$ cat src/rtl/pipe_pkg.sv
// Shared pipeline types for the hazard scheduler and related pipeline control blocks.
package pipe_pkg;
  typedef enum logic [0:0] {HZ_RUN, HZ_LU_STALL} hz_state_t;
  localparam logic [4:0] REG_ZERO = 5'd0;
  typedef logic [4:0] reg_idx_t;
endpackage

$ cat src/rtl/hazard_ctrl_load_use_detect.sv
// Combinational load-use comparator: a load in EX whose destination is read by ID.
module load_use_detect
  import pipe_pkg::*;
(
  input  logic [4:0] i_id_rs,
  input  logic [4:0] i_id_rt,
  input  logic       i_id_uses_rs,
  input  logic       i_id_uses_rt,
  input  logic       i_ex_mem_read,
  input  logic [4:0] i_ex_rt,
  output logic       o_lu_hit
);
  logic w_rs_match;
  logic w_rt_match;

  assign w_rs_match = i_id_uses_rs && (i_id_rs == i_ex_rt);
  assign w_rt_match = i_id_uses_rt && (i_id_rt == i_ex_rt);
  // $0 is hardwired to zero, so a load targeting it never creates a dependency.
  assign o_lu_hit   = i_ex_mem_read && (i_ex_rt != REG_ZERO) && (w_rs_match || w_rt_match);
endmodule

$ cat src/rtl/hazard_ctrl.sv
// Hazard scheduler: load-use bubbles, EX redirect flushes and external freeze.
// Optional HAZARD_PERF_CNT_EN adds stall/flush performance counters.
module hazard_ctrl
  import pipe_pkg::*;
#(
  parameter int unsigned LOAD_USE_BUBBLES = 1,
  parameter int unsigned CNT_W            = 3
) (
  input  logic        clk,
  input  logic        reset,
  input  logic [4:0]  id_rs,
  input  logic [4:0]  id_rt,
  input  logic        id_uses_rs,
  input  logic        id_uses_rt,
  input  logic        ex_mem_read,
  input  logic [4:0]  ex_rt,
  input  logic        ex_redirect,
  input  logic        ext_stall,
  output logic        pc_stall,
  output logic        if_id_stall,
  output logic        if_id_flush,
  output logic        id_ex_stall,
  output logic        id_ex_flush,
  output logic        busy
`ifdef HAZARD_PERF_CNT_EN
  ,
  output logic [31:0] perf_stall_cnt,
  output logic [31:0] perf_flush_cnt
`endif
);
  hz_state_t        r_state;
  logic [CNT_W-1:0] r_cnt;
  logic             w_lu_hit;
  logic             w_stall;
  logic             w_flush;
  logic             w_busy;

  load_use_detect u_lud (
    .i_id_rs      (id_rs),
    .i_id_rt      (id_rt),
    .i_id_uses_rs (id_uses_rs),
    .i_id_uses_rt (id_uses_rt),
    .i_ex_mem_read(ex_mem_read),
    .i_ex_rt      (ex_rt),
    .o_lu_hit     (w_lu_hit)
  );

  always_comb begin
    w_stall = 1'b0;
    w_flush = 1'b0;
    w_busy  = 1'b0;
    if (!reset) begin
      w_busy = (r_state == HZ_LU_STALL);
      if (ex_redirect) begin
        w_flush = 1'b1;
      end else if ((r_state == HZ_LU_STALL) || w_lu_hit || ext_stall) begin
        w_stall = 1'b1;
      end
    end
  end

  assign pc_stall    = w_stall;
  assign if_id_stall = w_stall;
  assign id_ex_stall = w_stall;
  assign if_id_flush = w_flush;
  assign id_ex_flush = w_flush;
  assign busy        = w_busy;

  // The first bubble is issued from RUN, so LU_STALL covers the remaining N-1.
  always_ff @(posedge clk) begin
    if (reset || ex_redirect) begin
      r_state <= HZ_RUN;
      r_cnt   <= '0;
    end else begin
      case (r_state)
        HZ_RUN: begin
          if (w_lu_hit && (LOAD_USE_BUBBLES > 1)) begin
            r_state <= HZ_LU_STALL;
            r_cnt   <= CNT_W'(LOAD_USE_BUBBLES - 1);
          end
        end
        HZ_LU_STALL: begin
          if (r_cnt == CNT_W'(1)) begin
            r_state <= HZ_RUN;
            r_cnt   <= '0;
          end else begin
            r_cnt <= r_cnt - CNT_W'(1);
          end
        end
        default: begin
          r_state <= HZ_RUN;
          r_cnt   <= '0;
        end
      endcase
    end
  end

`ifdef HAZARD_PERF_CNT_EN
  logic [31:0] r_perf_stall;
  logic [31:0] r_perf_flush;

  always_ff @(posedge clk) begin
    if (reset) begin
      r_perf_stall <= '0;
      r_perf_flush <= '0;
    end else begin
      if (w_stall) r_perf_stall <= r_perf_stall + 32'd1;
      if (w_flush) r_perf_flush <= r_perf_flush + 32'd1;
    end
  end

  assign perf_stall_cnt = r_perf_stall;
  assign perf_flush_cnt = r_perf_flush;
`endif
endmodule

$ cat config.mk
export PLATFORM = sky130hd
export DESIGN_NAME = hazard_ctrl
export DESIGN_NICKNAME = d
export VERILOG_FILES = /design/src/rtl/pipe_pkg.sv /design/src/rtl/hazard_ctrl_load_use_detect.sv /design/src/rtl/hazard_ctrl.sv
export SDC_FILE = /design/constraint.sdc
export NUM_CORES = 1
export LEC_CHECK = 0
export BUFFER_PORTS_ARGS = -buffer_cell sky130_fd_sc_hd__buf_2
export CAP_MARGIN = 5
export CORE_AREA = 2 2 39 41
export CTS_BUF_LIST = sky130_fd_sc_hd__clkbuf_4 sky130_fd_sc_hd__clkbuf_8
export CTS_CLUSTER_DIAMETER = 120
export CTS_CLUSTER_SIZE = 14
export DETAILED_ROUTE_END_ITERATION = 6
export DIE_AREA = 0 0 41 43
export PLACE_DENSITY = 0.64
export SKIP_LAST_GASP = 1
export SLEW_MARGIN = 20
export SYNTH_ARGS = -nofsm -noshare
export SYNTH_HDL_FRONTEND = slang
export SYNTH_HIERARCHICAL = 1
export SYNTH_SLANG_ARGS = --single-unit
$ cat constraint.sdc
create_clock -name clk -period 1.4 [get_ports clk]
set_input_delay 0 -clock clk [delete_from_list [all_inputs] [get_ports clk]]
set_output_delay 0 -clock clk [all_outputs]
set_load 0.02 [all_outputs]
# Yosys cells after proc, flatten, opt, wreduce, memory -nomap -nowiden
# Index checks and enable logic that the tools add are counted.
# op_classes
add_sub_neg	1
n_eq_ne	3
n_mux	8
bitwise_logic	1
reduce_logical	10
# op_table
cell	count
$eq 5x5->1	2
$mux 1	7
$reduce_bool 5->1	1
$logic_and 1x1->1	4
$logic_or 1x1->1	4
$eq 3x1->1 const B	1
$mux 3	1
$sub 3x1->3 const B	1
$reduce_or 2->1	1
$not 1->1	1
# word_totals
ff_bits	4
input_bits	22
output_inout_bits	6
elab_cells	25

# Logic depth before layout (Yosys ltp)
# Gate-level depths: netlist (run 1).
# logic_depth
word_depth	9
mapped_depth	7
depth_no_buf	6

# Modules after synthesis
# The synthesis (run 1) kept the hierarchy.
# by_module_without_submodules
mod	instances	cells_per_inst	area_each_um2	seq_area_each_um2
hazard_ctrl	1	28	247.7	80.1
load_use_detect	1	17	133.9	0.0

# Worst setup path before layout (run 1)
# Ideal clock, no wire load.
# synth_path
path_kind	input to output
from	input ex_rt[0]
to	output if_id_stall
arrival_time_ns	1.510
required_time_ns	1.400
path_slack_ns	-0.110
cell_stages	7
n_path_buf	1
path_cell_list	xor2_1 nor4_2 nand3_1 a21oi_1 nor3_1 nor3_1 buf_4
# synth_via
elab_chain_len	9
elab_cells_between_ends	13
# synth_lines
element	line_no	source
start: declaration	hazard_ctrl.sv:16	input logic [4:0] ex_rt,
$eq 5x5->1 (on tied branches)	hazard_ctrl_load_use_detect.sv:16, hazard_ctrl_load_use_detect.sv:17	
$logic_and 1x1->1 (on tied branches)	hazard_ctrl_load_use_detect.sv:16, hazard_ctrl_load_use_detect.sv:17	
$logic_or 1x1->1	hazard_ctrl_load_use_detect.sv:19	assign o_lu_hit = i_ex_mem_read && (i_ex_rt != REG_ZERO) && (w_rs_match || w_rt_match);
$logic_and 1x1->1 *	hazard_ctrl_load_use_detect.sv:19	
net w_lu_hit	hazard_ctrl.sv:33	logic w_lu_hit;
$logic_or 1x1->1 * (2 in a row)	hazard_ctrl.sv:56	end else if ((r_state == HZ_LU_STALL) || w_lu_hit || ext_stall) begin
$mux 1 *	hazard_ctrl.sv:56	
$mux 1 *	hazard_ctrl.sv:54	if (ex_redirect) begin
$mux 1 *	hazard_ctrl.sv:52	if (!reset) begin
end: declaration	hazard_ctrl.sv:20	output logic if_id_stall,
# Mark *: on every way through the listed nets, which the timed path passes. The rest lies on a longest branch.

# Worst setup path in the final report (run 1)
# layout_path
from	input ex_rt[1]
to	output pc_stall
# layout_via
elab_chain_len	9
elab_cells_between_ends	13
# layout_lines
element	line_no	source
$eq 5x5->1 (on tied branches)	hazard_ctrl_load_use_detect.sv:16, hazard_ctrl_load_use_detect.sv:17	
$logic_and 1x1->1 (on tied branches)	hazard_ctrl_load_use_detect.sv:16, hazard_ctrl_load_use_detect.sv:17	
$logic_or 1x1->1	hazard_ctrl_load_use_detect.sv:19	
$logic_and 1x1->1 *	hazard_ctrl_load_use_detect.sv:19	
net w_lu_hit	hazard_ctrl.sv:33	
$logic_or 1x1->1 * (2 in a row)	hazard_ctrl.sv:56	
$mux 1 *	hazard_ctrl.sv:56	
$mux 1 *	hazard_ctrl.sv:54	
$mux 1 *	hazard_ctrl.sv:52	
end: declaration	hazard_ctrl.sv:19	output logic pc_stall,
# Marks and branches as above.

==> flow_summary.json, run 1 <==
{
  "slew_headroom": 0.8470,
  "async_reset_ff_frac": 0,
  "nFillCells": 154,
  "seq_area_um2": 80.08,
  "h-tree-depth": 1,
  "tightest_slew_ps": 229.1,
  "die-height_um": 43,
  "postPlaceCellArea_um2": 519.2,
  "synth.net_count": 69,
  "route.detailed.drc": 0,
  "clock_sink_count": 4,
  "start_util": 0.2758,
  "floorplan.die.width_um": 41,
  "post_cts_buffers": 0,
  "cts_max_path_buffers": 2,
  "syn_to_final_growth_pct": 43.61,
  "post-route-util": 0.3960,
  "via_count": 398,
  "rsz0062_at_grt": "true",
  "period_share": 0.8917,
  "postRouteWirelength_um": 899,
  "met2_usage": 0.1969,
  "antenna_left": 0,
  "grt_usage": 0.1296,
  "antenna_cells": 0,
  "firstDrtPassIters": 4,
  "cp_max_fo": 3,
  "routedWlPerCell_um": 10.22,
  "place.gp.congestion": 0.7375,
  "yosysTopAreaCellShare": 0.2098,
  "leakage_nw": 0.2435,
  "grt_max_degree": 9,
  "skew_ps": 2.552,
  "hold_violations": 0,
  "nets": 98,
  "grt_busiest_layer": "met2",
  "cp-end-kind": "output pin",
  "design_area_um2": 548.0,
  "cts_tree": "built",
  "coreArea_um2": 1384,
  "port_buffers": 27,
  "fmax_mhz": 801.0,
  "use_met1": 0.1613,
  "antenna_found_initial": 0,
  "worstPathRequired_ps": 1400,
  "yosys-top-cells-count": "xor2_1 (8), dfxtp_1 (4), nor3_1 (4)",
  "drive_gt1_frac": 0.5000,
  "cts-root-buf": "clkbuf_4",
  "grt_pass1_wl_mm": 1.552,
  "io_pins": 28,
  "slew_violations": 0,
  "yosysMostFrequentCell": "xor2_1",
  "first_iter_violations": 3,
  "cap_violations": 0,
  "cp.arrival_ps": 1250,
  "rows": 14,
  "path_clk_slew_ps": 40,
  "status": "finished clean",
  "grt_overflow": 0,
  "hold_path.class": "in2reg",
  "synthCells": 45,
  "synth_area_um2": 381.6,
  "ys_warn_count": 6,
  "synth_seq_cells": 4,
  "insertion_delay_ps": 230,
  "vias_per_cell": 4.523,
  "synth_flop_cell": "dfxtp_1",
  "synth_area_leaders": "dfxtp_1 (21%), xor2_1 (18%), a211oi_2 (6.6%)",
  "grt_pass1_vias": 375,
  "power_density_nw_per_um2": 643.4,
  "setup_viol": 0,
  "die_area_um2": 1763,
  "use_met3": 0.02094,
  "dp_hpwl_um": 764.4,
  "period_minus_slack_ps": 1248,
  "worstSetupPathType": "in2out",
  "synth-edff-count": 0,
  "synth.distinct_cells": 21,
  "start_kind": "input port",
  "yosysSeqAreaShare": 0.2098,
  "syn-mean-instance-area_um2": 8.480,
  "ir_worst_vdd_uv": 272.2,
  "numCtsBuffers": 3,
  "yosysTopAreaCell": "dfxtp_1",
  "multi_input_comb_area_um2": 282.8
}
## power by group
part            total, W  leakage, nW  internal, W  switching (W)
sequential      0.000115       0.0322     0.000115              0
combinational  0.0000934        0.198    0.0000440      0.0000494
clock           0.000145       0.0138    0.0000960      0.0000487
total           0.000353        0.244     0.000255      0.0000981
## cell families (layout without fill, tap and decap cells)
kind of cell	after synthesis	count (layout)	share of synthesized area
simple gates	19	19	0.2984
fa+ha+maj	2	2	0.06556
mux	1	1	0.02623
compound gates	4	4	0.09177
flops	4	4	0.2098
buf+inv	5	32	0.07869
xor+xnor	10	10	0.2295
## metal layers
metal  up-vias  wire length [um]
li1        207                 -
met1       183               388
met2         8               484
met3         0                26
met4         0                 0
met5         -                 0
## sequential cells by signal, indices dropped and copies added, names as in the netlist
signal	count
r_state	1
r_cnt	3
## critical path: stages
cell	delay, ps
buf_2	120
or4_1	510
o21ai_1	120
a21oi_1	50
nor3_1	210
nor3_2	70
buf_2	160
## stage by stage
stage	setup TNS, ps	hold WS (ps)	cells	setup WS [ps]	total power (W)
final	0	28.80	88	151.6	0.0003526
after global routing	-24.11	52.48	88	-8.715	0.0003751
after CTS	0	26.20	88	79.70	0.0003566
after detailed placement	0	277.5	85	82.74	0.0002074
after global placement	0	280.3	85	161.5	0.0002067
after floorplan	0	58.63	45	140.4	0.0001609
## worst paths after layout
check	startpoint	end	slack [ps]	depth (start not counted)
setup / recovery	ex_rt[1]	pc_stall	150	7
hold / removal	reset	r_cnt[1]	30	2
setup reg to reg	r_cnt[0]	r_cnt[1]	280	4
hold reg to reg	r_cnt[1]	r_cnt[1]	500	2
## cell type report
cell class,instances,area share
clock buffers,3,0.04110
inverters,2,0.01370
multi-input cells,36,0.5160
flip-flops and latches,4,0.1461
well taps,16,0.03653
repair buffers,27,0.2466
## placed cells by master (no fill, tap or decap), drive strengths merged
cell type and instances:
nand3 3, nor2b 2, nor2 1, nand3b 1, xor2 8, mux2i 1
o21ai 1, a21oi 1, nand2 2, ha 2, xnor2 2, nor4 2
a211oi 2, clkbuf 3, nor3 4, inv 2, buf 27, or4 1
nand2b 3, dfxtp 4
## what timing repair did
item,in CTS,in global routing
resized for setup,0,1
hold buffers,0,0
hold endpoints to repair,0,0
endpoints found under the setup margin,0,3
Note: power is estimated with default switching activity, not from simulation.
==> inputs of run 2 (changes only) <==
--- a/config.mk
+++ b/config.mk
@@ -9,7 +9,6 @@
 export CAP_MARGIN = 5
 export CORE_AREA = 2 2 39 41
 export CTS_BUF_LIST = sky130_fd_sc_hd__clkbuf_4 sky130_fd_sc_hd__clkbuf_8
-export CTS_CLUSTER_DIAMETER = 120
 export CTS_CLUSTER_SIZE = 14
 export DETAILED_ROUTE_END_ITERATION = 6
 export DIE_AREA = 0 0 41 43
==> constraint.sdc (replaced) <==
create_clock -name clk -period 1.6 [get_ports clk]
set_input_delay 0 -clock clk [delete_from_list [all_inputs] [get_ports clk]]
set_output_delay 0 -clock clk [all_outputs]
set_load 0.02 [all_outputs]
==> run 2 against run 1 <==
  * Setup slack improved by 150 ps
  * Die area did not move
  * First-iteration DRC count did not move
  * Clock power fell by 12%
  * Final area fell by 2.1%
  * Total power fell by 13%
  * Critical endpoint is now if_id_stall
  * Largest cell class unchanged
==> flow_summary.json, run 2 (synthesis gave the netlist of run 1 again) <==
{
  "cp_max_fo": 3,
  "antenna_cells": 0,
  "hold-path-endpoint": "r_cnt[1]",
  "floorplan.die.width_um": 41,
  "grt_pass1_wl_mm": 1.311,
  "post_cts_buffers": 0,
  "ctsHoldBuffers": 0,
  "routedWlPerCell_um": 9.705,
  "fmax_mhz": 772.7,
  "nFillCells": 148,
  "place.gp.congestion": 0.6680,
  "worst-r2r-setup-slack_ps": 500,
  "ctsResizeCount": 0,
  "power_density_nw_per_um2": 569.4,
  "io_pins": 28,
  "cts_tree": "built",
  "cts-root-buf": "clkbuf_4",
  "start_kind": "input port",
  "numCtsBuffers": 3,
  "path_clk_slew_ps": 40,
  "slew_headroom": 0.8393,
  "whs_path_depth": 2,
  "cp_slowest_stage_delay_ps": 260,
  "cap_violations": 0,
  "start_util": 0.2758,
  "period_minus_slack_ps": 1294,
  "rr_worst_depth": 4,
  "clock_sink_count": 4,
  "setup_viol": 0,
  "h-tree-depth": 1,
  "grt_pass1_vias": 370,
  "die_area_um2": 1763,
  "grt_usage": 0.1132,
  "insertion_delay_ps": 240,
  "r2r_end": "r_cnt[1]",
  "place_ws_ps": 267.8,
  "syn_to_final_growth_pct": 40.66,
  "rsz0062_at_grt": "false",
  "hold_start": "ex_redirect",
  "largest_reg_flops": 3,
  "ir_worst_vdd_uv": 197.3,
  "regMostFlops": "r_cnt",
  "leakage_nw": 0.2421,
  "slew_violations": 0,
  "grt_overflow": 0,
  "cts_max_path_buffers": 2,
  "final.setup.tns_ps": 0,
  "worstSetupPathType": "in2out",
  "dp_hpwl_um": 747.3,
  "use_met3": 0.02618,
  "status": "finished clean",
  "met2_usage": 0.1781,
  "antenna_left": 0,
  "die-height_um": 43,
  "cp_cell_sequence": "buf_2, xor2_1, nor4_2, nand3_1, a21oi_1, nor3_1, nor3_1, buf_2",
  "final_common_cell": "buf_2",
  "grt_busiest_layer": "met2",
  "cp-end-kind": "output pin",
  "slowest_stage": "nor4_2",
  "first_iter_violations": 3,
  "nets": 98,
  "layout_common_cells": "buf_2 (27), xor2_1 (8), nor3_1 (4), dfxtp_1 (4)",
  "route.detailed.drc": 0,
  "antenna_found_initial": 0,
  "worstPathRequired_ps": 1600,
  "via_count": 399,
  "layout_setup_ws_ps": 305.8,
  "rows": 14,
  "skew_ps": 6.961,
  "firstDrtPassIters": 2,
  "top_regs": "r_cnt: 3 flops, r_state: 1 flops",
  "postRouteWirelength_um": 854,
  "r2r-start": "r_cnt[0]",
  "cp.arrival_ps": 1290,
  "post-route-util": 0.3879,
  "tightest_slew_ps": 239.3,
  "port_buffers": 27,
  "hold_violations": 0,
  "grt_max_degree": 9,
  "vias_per_cell": 4.534,
  "period_share": 0.8089,
  "coreArea_um2": 1384,
  "drive_gt1_frac": 0.4722,
  "use_met1": 0.1150,
  "hold_path.class": "in2reg"
}
[run 2: cell counts in the layout (fill, tap and decap cells not counted)]
Identical to the previous run, type by type.
[run 2: report_power, final]
group | switching, W | total [W] | leakage [nW] | internal (W)
sequential | 0 | 0.000100 | 0.0322 | 0.000100
clock | 0.0000435 | 0.000128 | 0.0138 | 0.0000841
combinational | 0.0000403 | 0.0000779 | 0.196 | 0.0000376
[run 2: per-layer routing]
metal | share of wire | vias to the layer above
met1 | 0.38 | 168
li1 | - | 207
met3 | 0.10 | 2
met4 | 0.016 | 0
met5 | 0 | -
met2 | 0.50 | 22
[run 2: layout make-up]
type,count,area [um^2],share of cell area
clock buffers,3,22.52,0.04196
flip-flops and latches,4,80.08,0.1492
multi-input cells,36,271.5,0.5058
well taps,16,20.02,0.03730
repair buffers,27,135.1,0.2517
inverters,2,7.507,0.01399
[run 2: how the worst max path moves through the flow]
stage,startpoint,to,slack [ps],cells after the start
after global placement,ex_rt[0],id_ex_stall,300,8
final,ex_rt[0],if_id_stall,310,8
after global routing,ex_rt[0],pc_stall,160,8
after detailed placement,ex_rt[0],if_id_stall,270,8
after CTS,ex_rt[0],if_id_stall,260,8
after floorplan,ex_rt[0],if_id_stall,90,7
[run 2: worst max-delay path, delay by kind of cell]
| kind | cells | cell delay [ps] |
|---|---|---|
| buf+inv | 2 | 340 |
| xor+xnor | 1 | 170 |
| simple gates | 4 | 630 |
| compound gates | 1 | 160 |
[run 2: stage by stage]
| step | std cells | hold slack, ps | area [um^2] | power (W) |
|---|---|---|---|---|
| after global placement | 85 | 272.8 | 514.2 | 0.0001794 |
| final | 88 | 30.94 | 536.8 | 0.0003056 |
| after detailed placement | 85 | 280.3 | 514.2 | 0.0001812 |
| after CTS | 88 | 27.70 | 536.8 | 0.0003129 |
| after global routing | 88 | 36.65 | 536.8 | 0.0003248 |
| after floorplan | 45 | 64.65 | 381.6 | 0.0001402 |
